## src/rtl/fetch_redirect_unit.sv

```systemverilog
// -----------------------------------------------------------------------------
// fetch_redirect_unit
//
// Front-end byte fetch sequencer. Owns the architectural fetch PC, issues
// one-byte read requests to instruction memory, buffers returned bytes in a
// small in-order FIFO and presents them to the decoder together with their
// address. A redirect from the pipeline termination logic flushes the buffer,
// reloads both PCs and drains responses that were already in flight before
// fetching resumes at the new target.
//
// Parameters
//   RESET_PC        fetch PC loaded on reset
//   DEPTH           byte buffer entries; also caps buffered + outstanding bytes
//                   (power of two, 2..16)
//
// Ports
//   clk             clock, all state updates on the rising edge
//   rst             synchronous active-high reset
//   redirect_valid  termination result valid this cycle
//   redirect_addr   new fetch target
//   mem_req_valid   fetch request (combinational from redirect_valid)
//   mem_req_addr    byte address requested (the fetch PC, registered)
//   mem_req_ready   memory accepts the request
//   mem_resp_valid  returned byte valid (in request order, max one per cycle)
//   mem_resp_data   returned byte
//   out_valid       byte available to the decoder (combinational from
//                   redirect_valid)
//   out_data        byte at the buffer head
//   out_pc          address of out_data
//   out_ready       decoder takes the byte
//   flushing        high while in-flight responses are being discarded
// -----------------------------------------------------------------------------
module fetch_redirect_unit #(
  parameter logic [15:0] RESET_PC = 16'h0000,
  parameter int          DEPTH    = 4
) (
  input  logic        clk,
  input  logic        rst,
  input  logic        redirect_valid,
  input  logic [15:0] redirect_addr,
  output logic        mem_req_valid,
  output logic [15:0] mem_req_addr,
  input  logic        mem_req_ready,
  input  logic        mem_resp_valid,
  input  logic [7:0]  mem_resp_data,
  output logic        out_valid,
  output logic [7:0]  out_data,
  output logic [15:0] out_pc,
  input  logic        out_ready,
  output logic        flushing
);

  // Pointer width for the buffer and counter width able to hold 0..DEPTH.
  localparam int AW = (DEPTH > 1) ? $clog2(DEPTH) : 1;
  localparam int CW = $clog2(DEPTH + 1);
  localparam logic [CW:0] DEPTH_W = (CW + 1)'(DEPTH);

  typedef enum logic [0:0] {
    ST_RUN   = 1'b0,
    ST_DRAIN = 1'b1
  } state_t;

  state_t        state_r;
  state_t        state_nxt_s;
  logic [15:0]   fetch_pc_r;
  logic [15:0]   head_pc_r;
  logic [7:0]    fifo_mem_r [DEPTH];
  logic [AW-1:0] wr_ptr_r;
  logic [AW-1:0] rd_ptr_r;
  logic [CW-1:0] count_r;
  logic [CW-1:0] count_nxt_s;
  logic [CW-1:0] outstanding_r;
  logic [CW-1:0] outstanding_after_resp_s;
  logic [CW-1:0] outstanding_nxt_s;
  logic [CW:0]   occupancy_s;
  logic          run_s;
  logic          room_s;
  logic          req_fire_s;
  logic          pop_fire_s;
  logic          resp_take_s;
  logic          push_s;

  // Handshake qualification and the occupancy cap shared by both valids.
  always_comb begin
    run_s       = (state_r == ST_RUN);
    occupancy_s = {1'b0, count_r} + {1'b0, outstanding_r};
    room_s      = (occupancy_s < DEPTH_W);
    // A redirect forces both valids low so no request or pop can slip
    // through in the cycle the PCs are being reloaded.
    mem_req_valid = run_s & ~redirect_valid & room_s;
    out_valid     = run_s & ~redirect_valid & (count_r != {CW{1'b0}});
    req_fire_s    = mem_req_valid & mem_req_ready;
    pop_fire_s    = out_valid & out_ready;
    // A response with nothing outstanding violates the memory contract; it is
    // ignored so the counter saturates at zero and the byte is dropped.
    resp_take_s   = mem_resp_valid & (outstanding_r != {CW{1'b0}});
    // Responses are only kept in RUN outside a redirect cycle; otherwise they
    // belong to a stale fetch stream.
    push_s        = resp_take_s & run_s & ~redirect_valid;
  end

  // Outstanding-request bookkeeping.
  always_comb begin
    outstanding_after_resp_s = outstanding_r - CW'(resp_take_s);
    outstanding_nxt_s        = outstanding_after_resp_s + CW'(req_fire_s);
  end

  // Buffer occupancy update; a redirect empties the buffer.
  always_comb begin
    count_nxt_s = count_r;
    if (redirect_valid) begin
      count_nxt_s = {CW{1'b0}};
    end else begin
      case ({push_s, pop_fire_s})
        2'b10:   count_nxt_s = count_r + {{(CW-1){1'b0}}, 1'b1};
        2'b01:   count_nxt_s = count_r - {{(CW-1){1'b0}}, 1'b1};
        default: count_nxt_s = count_r;
      endcase
    end
  end

  // Next-state logic: stay in DRAIN until every in-flight response is gone.
  always_comb begin
    state_nxt_s = state_r;
    case (state_r)
      ST_RUN: begin
        if (redirect_valid) begin
          if (outstanding_after_resp_s != {CW{1'b0}}) begin
            state_nxt_s = ST_DRAIN;
          end else begin
            state_nxt_s = ST_RUN;
          end
        end else begin
          state_nxt_s = ST_RUN;
        end
      end
      ST_DRAIN: begin
        // A redirect while draining follows the same rule, so no separate
        // branch is needed for it here.
        if (outstanding_after_resp_s == {CW{1'b0}}) begin
          state_nxt_s = ST_RUN;
        end else begin
          state_nxt_s = ST_DRAIN;
        end
      end
      default: state_nxt_s = ST_RUN;
    endcase
  end

  // FSM state register.
  always_ff @(posedge clk) begin
    if (rst) begin
      state_r <= ST_RUN;
    end else begin
      state_r <= state_nxt_s;
    end
  end

  // Fetch PC: reload on redirect, advance by one byte per accepted request.
  always_ff @(posedge clk) begin
    if (rst) begin
      fetch_pc_r <= RESET_PC;
    end else if (redirect_valid) begin
      fetch_pc_r <= redirect_addr;
    end else if (req_fire_s) begin
      fetch_pc_r <= fetch_pc_r + 16'h0001;
    end
  end

  // Head PC: address of the byte at the buffer head.
  always_ff @(posedge clk) begin
    if (rst) begin
      head_pc_r <= RESET_PC;
    end else if (redirect_valid) begin
      head_pc_r <= redirect_addr;
    end else if (pop_fire_s) begin
      head_pc_r <= head_pc_r + 16'h0001;
    end
  end

  // Buffer pointers; DEPTH is a power of two so they wrap naturally.
  always_ff @(posedge clk) begin
    if (rst) begin
      wr_ptr_r <= {AW{1'b0}};
      rd_ptr_r <= {AW{1'b0}};
    end else if (redirect_valid) begin
      wr_ptr_r <= {AW{1'b0}};
      rd_ptr_r <= {AW{1'b0}};
    end else begin
      if (push_s) begin
        wr_ptr_r <= wr_ptr_r + {{(AW-1){1'b0}}, 1'b1};
      end
      if (pop_fire_s) begin
        rd_ptr_r <= rd_ptr_r + {{(AW-1){1'b0}}, 1'b1};
      end
    end
  end

  // Occupancy and outstanding counters.
  always_ff @(posedge clk) begin
    if (rst) begin
      count_r       <= {CW{1'b0}};
      outstanding_r <= {CW{1'b0}};
    end else begin
      count_r       <= count_nxt_s;
      outstanding_r <= outstanding_nxt_s;
    end
  end

  // Byte storage; contents are only meaningful below the count, so no reset.
  always_ff @(posedge clk) begin
    if (push_s) begin
      fifo_mem_r[wr_ptr_r] <= mem_resp_data;
    end
  end

  // Registered outputs.
  always_comb begin
    mem_req_addr = fetch_pc_r;
    out_data     = fifo_mem_r[rd_ptr_r];
    out_pc       = head_pc_r;
    flushing     = (state_r == ST_DRAIN);
  end

  fetch_redirect_unit_checker #(
    .DEPTH (DEPTH),
    .CW    (CW)
  ) u_checker (
    .clk         (clk),
    .rst         (rst),
    .count       (count_r),
    .outstanding (outstanding_r),
    .push        (push_s),
    .pop         (pop_fire_s)
  );

endmodule

// -----------------------------------------------------------------------------
// fetch_redirect_unit_checker
//
// Occupancy invariants of the fetch buffer: the buffer never exceeds DEPTH,
// buffered plus outstanding bytes never exceed DEPTH, and a byte is never
// pushed into a full buffer unless one leaves in the same cycle.
//
// Ports
//   clk, rst     clock and synchronous reset of the parent
//   count        buffered byte count
//   outstanding  requests issued but not yet answered
//   push, pop    buffer write and read strobes
// -----------------------------------------------------------------------------
module fetch_redirect_unit_checker #(
  parameter int DEPTH = 4,
  parameter int CW    = 3
) (
  input logic          clk,
  input logic          rst,
  input logic [CW-1:0] count,
  input logic [CW-1:0] outstanding,
  input logic          push,
  input logic          pop
);

  localparam logic [CW:0] DEPTH_W = (CW + 1)'(DEPTH);

  a_count_bound: assert property (@(posedge clk) disable iff (rst)
    ({1'b0, count} <= DEPTH_W));

  a_occupancy_bound: assert property (@(posedge clk) disable iff (rst)
    (({1'b0, count} + {1'b0, outstanding}) <= DEPTH_W));

  a_no_overflow_push: assert property (@(posedge clk) disable iff (rst)
    (push |-> (({1'b0, count} != DEPTH_W) || pop)));

endmodule

```

## config.mk

```make
export PLATFORM = sky130hd
export DESIGN_NAME = fetch_redirect_unit
export DESIGN_NICKNAME = d
export VERILOG_FILES = /design/src/rtl/fetch_redirect_unit.sv
export SDC_FILE = /design/constraint.sdc
export NUM_CORES = 1
export LEC_CHECK = 0
export CAP_MARGIN = 20
export CORE_ASPECT_RATIO = 1.25
export CORE_MARGIN = 1
export CORE_UTILIZATION = 48
export DETAILED_ROUTE_END_ITERATION = 8
export GPL_TIMING_DRIVEN = 1
export PLACE_DENSITY = 0.83
export SYNTH_ARGS = -nofsm -noshare
export SYNTH_HDL_FRONTEND = slang
export SYNTH_SLANG_ARGS = --single-unit
```

## constraint.sdc

```tcl
create_clock -name clk -period 3.4 [get_ports clk]
set_input_delay 0.85 -clock clk [delete_from_list [all_inputs] [get_ports clk]]
set_output_delay 0.85 -clock clk [all_outputs]
set_load 0.05 [all_outputs]
```

After elaboration in Yosys (flattened, before gate mapping)
Memories as Yosys holds them, arrays and structs flattened. A register that Yosys moved wholly into a read port is not among the register bits.
Cells that the tools add are included.
{ "classes": {"n_addsub": 9, "n_lt_le_gt_ge": 1, "eq_ne": 2, "n_mux": 13, "n_bitwise": 10, "reduce_logical": 8} }
{ "ops": {"columns": ["op", "count"], "rows": [
  ["$mux W16", 4],
  ["$add A16 B1 Y16 const B", 2],
  ["$reduce_bool A3 Y1", 3],
  ["$and A1 B1 Y1", 8],
  ["$pmux W3 S2", 1],
  ["$reduce_bool A2 Y1", 3],
  ["$mux W1", 5],
  ["$add A2 B1 Y2 const B", 2],
  ["$add A3 B3 Y4", 1],
  ["$lt A4 B3 Y1 const B", 1],
  ["$mux W2", 2],
  ["$add A3 B1 Y3", 1],
  ["$add A3 B1 Y3 const B", 1],
  ["$logic_not A3 Y1", 1],
  ["$sub A3 B1 Y3", 1],
  ["$sub A3 B1 Y3 const B", 1],
  ["$eq A2 B1 Y1 const B", 1],
  ["$eq A2 B2 Y1 const B", 1],
  ["$not A1 Y1", 2],
  ["$pmux W1 S2", 1],
  ["$reduce_or A2 Y1", 1]
]} }
{ "totals": {"reg_bits": 43, "ram_bits": 32, "input_bits": 30, "out_inout_bits": 43, "word_cells": 51, "mem_count": 1} }
{ "mem_list": {"columns": ["name", "words", "word_bits", "rd", "rd_ports_with_merged_regs", "write_ports", "line_no", "rtl"], "rows": [
  ["fifo_mem_r", 4, 8, 1, 1, 1, "67", "logic [7:0] fifo_mem_r [DEPTH];"]
]} }

Logic depth before layout (Yosys ltp)
{ "depth": {"depth_word": 7, "depth_mapped": 10} }

Worst setup path after synthesis
Ideal clock, no wire load.
{ "synth_path": {"path_type": "input to output", "start": "input port redirect_valid", "end": "output port out_valid", "arrival_ns": 2.300, "t_required_ns": 2.550, "slack_ns": 0.250, "path_stages": 3, "path_buffers": 2, "cell_sequence": "buf_4 clkbuf_1 nor3_1"} }
{ "synth_via": {"elab_chain_len": 3} }
{ "synth_rtl": {"columns": ["item", "line_no", "rtl"], "rows": [
  ["start: declaration", "39", "input logic redirect_valid,"],
  ["$not A1 Y1", "91", "out_valid = run_s & ~redirect_valid & (count_r != {CW{1'b0}});"],
  ["$and A1 B1 Y1 (2 in series)", "91", null],
  ["end: declaration", "46", "output logic out_valid,"]
]} }
Every way passes these cells.

==> run_results.csv <==
group,metric,value,unit
clocking,cts_resized,0,
place,dpl.cell_count,503,
power_and_ir_drop,p_leak,1.62,nW
timing,rsz0062_at_grt,"false",
hold_path,min-delay-start,"mem_req_addr[5]",
logic_synthesis,synth_fp_nets,391,
logic_synthesis,synthCells,347,
logic_synthesis,synth_edf_count,32,
global_route,gr-total-overflow,0,
place,io_buffers,72,
logic_synthesis,yosys_register_bits,77,
timing,period_needed,3.17,ns
drt,drcViolationCount,0,
hold_path,min_delay_path_depth,2,
final_layout,finalNetCount,466,
logic_synthesis,async_reset_ff_frac,0,
final_layout,stdcell_area,0.00478,sq mm
timing,finalSetupTns,0,ns
drt,routed_wl,8730,um
clocking,cts_setup_buffers,0,
final_layout,layout-drive-gt1-share,0.0913,
clocking,cts_max_level,3,
floorplanning,fp-row-count,35,
worst_setup_path,cp_max_fo,8,
drt,wl_per_cell,16.8,um
hold_path,holdPathEnd,"mem_req_addr[5]",
place,dpl.hpwl,6550,um
worst_setup_path,crit_required,2.55,ns
clocking,clock_latency,0.34,ns
timing,setup_viol,0,
logic_synthesis,synth-main-ff-cell,"dfxtp_1",
drt,drt_iter0_drc,116,
floorplanning,die_area,0.00812,sq mm
logic_synthesis,avgSynthCellArea,10.7,sq um
worst_setup_path,cp.arrival,2.32,ns
global_route,grt_pass1_wl,14200,um
worst_setup_path,worstSetupEndpointType,"primary output",
place,post_dp_cell_area,0.00459,sq mm
clocking,cts_tree,"built",
final_layout,final_core_util,0.642,
worst_setup_path,r2r-end,"mem_req_addr[9]",
logic_synthesis,synth_cell_types,60,
floorplanning,core,0.00744,sq mm
logic_synthesis,synth.area.top_cells,"edfxtp_1 (26%), dfxtp_1 (24%), mux4_2 (4.8%), ha_1 (4.4%), a21oi_1 (2.6%)",
drt,drt_pass1_iterations,4,
timing,slew_violations,0,
logic_synthesis,yosys.area.top_type,"edfxtp_1",
worst_setup_path,r2r_cells,5,
clocking,clk_path_buf_depth,2,
power_and_ir_drop,powerDensity,516,mW/mm^2
final_layout,fillers,580,
clocking,cts-root-buf,"clkbuf_8",
global_route,grt_pass1_vias,2992,
global_route,grt_max_degree,22,
drt,ant_nets,0,
timing,finalHoldViolCount,0,
worst_setup_path,reg2reg_slack,1.04,ns
floorplanning,fp.dieW,80.8,um
worst_setup_path,reg2reg_from,"count_r[1]",
timing,fin_crit_sh,0.934,
worst_setup_path,start_kind,"flop",
final_layout,final_cells,519,
place,gp_congestion,0.865,
clocking,numClockSinks,77,
floorplanning,ios,73,
final_layout,area_growth,28.2,%
hold_path,hp-class,"reg -> reg",
logic_synthesis,synth_top_area_share,0.258,
logic_synthesis,yosysWarnings,0,
global_route,grtUsageTotal,0.230,
timing,clock_skew,0.00853,ns
clocking,clkSlewWorstSetupHoldPaths,0.07,ns
logic_synthesis,ys_seq_area_frac,0.499,
timing,fmax,315,MHz
job,drv_cap,0,
floorplanning,die_h,101,um
timing,worst_pin_slew,0.584,ns
drt,vias_per_cell,5.82,
status,outcome,"complete, no violations",
timing,max_slew_margin,0.607,
floorplanning,start_util,0.501,
worst_setup_path,worstSetupPathType,"reg -> out",
drt,dr_total_vias,3022,
power_and_ir_drop,irDropWorstVdd,0.346,mV
global_route,antenna_found_initial,0,
clocking,holdBufCountCts,0,
clocking,cts-buffers-inserted,9,
logic_synthesis,netlist_area,0.00373,sq mm
final_layout,n_antenna_cell,0,
## flip-flops by register name, indices dropped and copies added (netlist names), named ones only
signal	count
fifo_mem_r	32
mem_req_addr	16
out_pc	16
count_r	3
outstanding_r	3
rd_ptr_r	2
wr_ptr_r	2
flushing	1
## Yosys cell counts (4+ instances only)
library cell / number
a21boi_0: 4
a21oi_1: 19
a311oi_1: 5
a31oi_1: 10
and2_1: 5
and3_1: 4
clkbuf_1: 11
dfxtp_1: 45
edfxtp_1: 32
ha_1: 13
inv_1: 18
mux4_2: 8
nand2_1: 21
nand2b_1: 6
nand3_1: 14
nand4_1: 11
nor2_1: 18
nor3_1: 8
o22ai_1: 6
or3_1: 6
or4_1: 10
xnor2_1: 9
xor2_1: 6
## critical path, cell delays in order, from the launching register on
cell	delay, ns
dfxtp_1	0.68
mux4_2	0.59
clkdlybuf4s50_1	0.71
## how the worst max path moves through the flow
| stage | start | endpoint | slack, ns | cells after the start |
|---|---|---|---|---|
| after global routing | flop | out_data[0] | 0.11 | 2 |
| after global placement | redirect_valid | count_r[2] | 0.31 | 10 |
| after floorplan | redirect_valid | out_valid | 0.25 | 3 |
| after CTS | flop | out_data[7] | 0.17 | 2 |
| final | flop | out_data[7] | 0.23 | 2 |
| after detailed placement | redirect_valid | count_r[2] | 0.21 | 10 |
## layout make-up
class / instances / area, sq um / share of cell area
clock buffers: 12 / 145 / 0.0304
clock inverters: 4 / 47.5 / 0.00995
inverters: 20 / 75.1 / 0.0157
multi-input cells: 235 / 1730 / 0.362
flip-flops and latches: 77 / 1860 / 0.390
well taps: 92 / 115 / 0.0241
repair buffers: 79 / 806 / 0.169
## per-stage QoR
step | hold WS, ns | power (mW) | worst slack (ns)
2_1_floorplan | 0.484 | 1.57 | 0.250
3_3_place_gp | 0.504 | 1.78 | 0.312
3_5_place_dp | 0.521 | 1.81 | 0.212
4_1_cts | 0.530 | 2.47 | 0.171
5_1_grt | 0.562 | 2.59 | 0.111
6_report | 0.536 | 2.46 | 0.226
## report_power, final
part / internal (mW) / switching, mW
logic: 0.273 / 0.406
clock network: 0.359 / 0.317
registers: 1.03 / 0.0778
total: 1.66 / 0.801
## kinds of logic (layout without fill, tap and decap cells)
family / after synthesis / after routing / synth area share
buf+inv: 35 / 115 / 0.0369
fa+ha+maj: 14 / 14 / 0.0490
compound gates: 76 / 76 / 0.147
xor+xnor: 15 / 15 / 0.0352
mux: 9 / 9 / 0.0510
simple gates: 121 / 121 / 0.182
flops: 77 / 77 / 0.499
## cells in the final DEF (no fill, tap or decap), types with 9 or more instances in the layout
cell type	n
dfxtp_1	45
clkdlybuf4s50_1	70
nand3_1	14
nor2_1	18
a31oi_1	10
or4_1	10
ha_1	13
edfxtp_1	32
a21oi_1	19
inv_1	18
nand2_1	21
nand4_1	11
xnor2_1	9
clkbuf_8	10
## per-layer routing
| layer | track usage | vias to the layer above | routed length (um) |
|---|---|---|---|
| li1 | - | 1481 | - |
| met1 | 0.276 | 1423 | 3590 |
| met2 | 0.390 | 100 | 4430 |
| met3 | 0.0570 | 18 | 505 |
| met4 | 0.0934 | 0 | 204 |
| met5 | 0 | - | 0 |
(Power assumes the default switching activity.)
==> RTL edit (config.mk and constraints unchanged) <==
Make the reset (`rst`) asynchronous in 5 clocked blocks. Comments in the files are not updated.
--- a/src/rtl/fetch_redirect_unit.sv
+++ b/src/rtl/fetch_redirect_unit.sv
@@ -148,7 +148,7 @@
   end
 
   // FSM state register.
-  always_ff @(posedge clk) begin
+  always_ff @(posedge clk or posedge rst) begin
     if (rst) begin
       state_r <= ST_RUN;
     end else begin
@@ -157,7 +157,7 @@
   end
 
   // Fetch PC: reload on redirect, advance by one byte per accepted request.
-  always_ff @(posedge clk) begin
+  always_ff @(posedge clk or posedge rst) begin
     if (rst) begin
       fetch_pc_r <= RESET_PC;
     end else if (redirect_valid) begin
@@ -168,7 +168,7 @@
   end
 
   // Head PC: address of the byte at the buffer head.
-  always_ff @(posedge clk) begin
+  always_ff @(posedge clk or posedge rst) begin
     if (rst) begin
       head_pc_r <= RESET_PC;
     end else if (redirect_valid) begin
@@ -179,7 +179,7 @@
   end
 
   // Buffer pointers; DEPTH is a power of two so they wrap naturally.
-  always_ff @(posedge clk) begin
+  always_ff @(posedge clk or posedge rst) begin
     if (rst) begin
       wr_ptr_r <= {AW{1'b0}};
       rd_ptr_r <= {AW{1'b0}};
@@ -197,7 +197,7 @@
   end
 
   // Occupancy and outstanding counters.
-  always_ff @(posedge clk) begin
+  always_ff @(posedge clk or posedge rst) begin
     if (rst) begin
       count_r       <= {CW{1'b0}};
       outstanding_r <= {CW{1'b0}};
Formal check against the unedited RTL: differs if rst is asserted again (counterexample within 4 cycles, from zero or initial values and one cycle with rst high); with rst held inactive, the same outputs for 4 cycles.
==> RTL edit against the original RTL <==
Clock skew fell by 2.3 ps; combinational power rose by 0.7%; count of clock-buffer cells in the layout fell by 3; final cell count fell by 5.4%; synthesized cell count fell by 7.8%; total power rose by 1.8%; core utilization fell by 0.82 points; first-iteration DRC count rose by 32%; critical path depth did not move; final area fell by 1.9%; setup slack got worse by 47 ps; wire length fell by 5.2%; sequential cell count fell by 2; area after synthesis fell by 1.5%; critical endpoint is now out_data[0].
==> RTL edit: results (changes against the original RTL) <==
Drt
  – Total length of routed met3 wires: 433 um (-14%)
  – Met2 wire len: 4270 um (-3.7%)
  – WL/cell: 16.8 um (+0.19%)

Critical path
  – CP max stage cell: dfrtp_1
  – Worst Path Max Fanout: 10 (+2)
  – Slowest stage delay, CP: 730 ps (+20 ps)
  – Arrival time of the worst setup path: 2370 ps (+50 ps)
  – R2r setup slk: 1150 ps (+110 ps)
  – Delay-heaviest family, CP: flip-flops

Outcome
  – Status: finished, final reports clean

Timing
  – Hold Slack: 549 ps (+12.8 ps)
  – Setup slack after layout: 179 ps (-47.3 ps)
  – Slew headroom: 60.3% (-0.48 points)

Power and ir drop
  – Static leakage: 0.00179 uW (+10%)
  – Switching Share: 34.7% (+2.2 points)
  – Combinational share of power: 27.3% (-0.3 points)
  – IR drop worst, VDD: 0.269 mV (-22%)

Place
  – Placer Congestion: 0.835 (-3.5%)
  – Placed inst area: 4490 um^2 (-2.1%)
  – Placed Cells: 475 (-5.6%)
  – HPWL after DPL: 5940 um (-9.3%)
  – Dpl ws: 484 ps (+272 ps)

Yosys
  – Top cells by area, synth: dfrtp_1 29%, edfxtp_1 26%, mux4_2 4.9%
  – Asr flop ratio synth: 57.3% (+57 points)
  – Post-Synth Adder-Cell Area: 4.63% (-0.27 points)
  – Top FF cell, synth: dfrtp_1
  – Synth Area per Inst: 11.5 um^2 (+6.8%)
  – Sequential area share after synthesis: 55.5% (+5.5 points)
  – Top cells by count, synth: 43 x dfrtp_1, 35 x nand2_1, 32 x edfxtp_1, 22 x o21ai_0, 21 x nand3_1
  – Netlist cell types: 47 (-22%)
  – Compound-Gate Fraction of Synth Area: 11.2% (-3.5 points)
  – Post-synthesis xor/xnor area fraction: 2.62% (-0.90 points)

Global routing
  – Met1 Usage GRT: 28.3% (+0.77 points)
  – Total global-route track usage: 22.2% (-0.79 points)
  – Vias in the first global route: 2781 (-7.1%)
  – Met3 usage: 3.18% (-2.5 points)
  – Largest net degree at the start of global routing: 44 (+100%)

Cells and area
  – Fin cells: 491 (-5.4%)
  – Fin nets: 437 (-6.2%)
  – Share of cells above drive strength 1: 10.5% (+1.4 points)
  – Fillcell total: 560 (-3.4%)
RTL edit: cell count changes after synthesis, moves of 7 or more:
cell / unedited run / this run
a21oi_1: 19 / 6
clkbuf_1: 11 / 4
o211ai_1: 2 / 10
or4_1: 10 / 3
dfrtp_1: 0 / 43
nand3_1: 14 / 21
dfxtp_1: 45 / 0
o21ai_0: 2 / 22
nand2_1: 21 / 35
RTL edit: path summary, 6_finish.rpt:
kind,end,startpoint,cells past startpoint
max reg2reg,count_r[1],outstanding_r[1],7
min,mem_req_addr[14],mem_req_addr[14],1
max,out_data[0],rd_ptr_r[0],2
max in group asynchronous,rd_ptr_r[1],rst,3
min reg2reg,mem_req_addr[14],mem_req_addr[14],1
min in group asynchronous,mem_req_addr[0],rst,3
RTL edit: cell type report:
class                      instances  area [um^2]  area share (%)
sequential                        75         2040            43.4
multi-input combinational        219         1510            32.3
timing repair buffer              77          778            16.6
clock buffer                       9          124            2.64
tap                               92          115            2.45
clock inverter                     7         76.3            1.63
inverter                          12         45.0           0.961
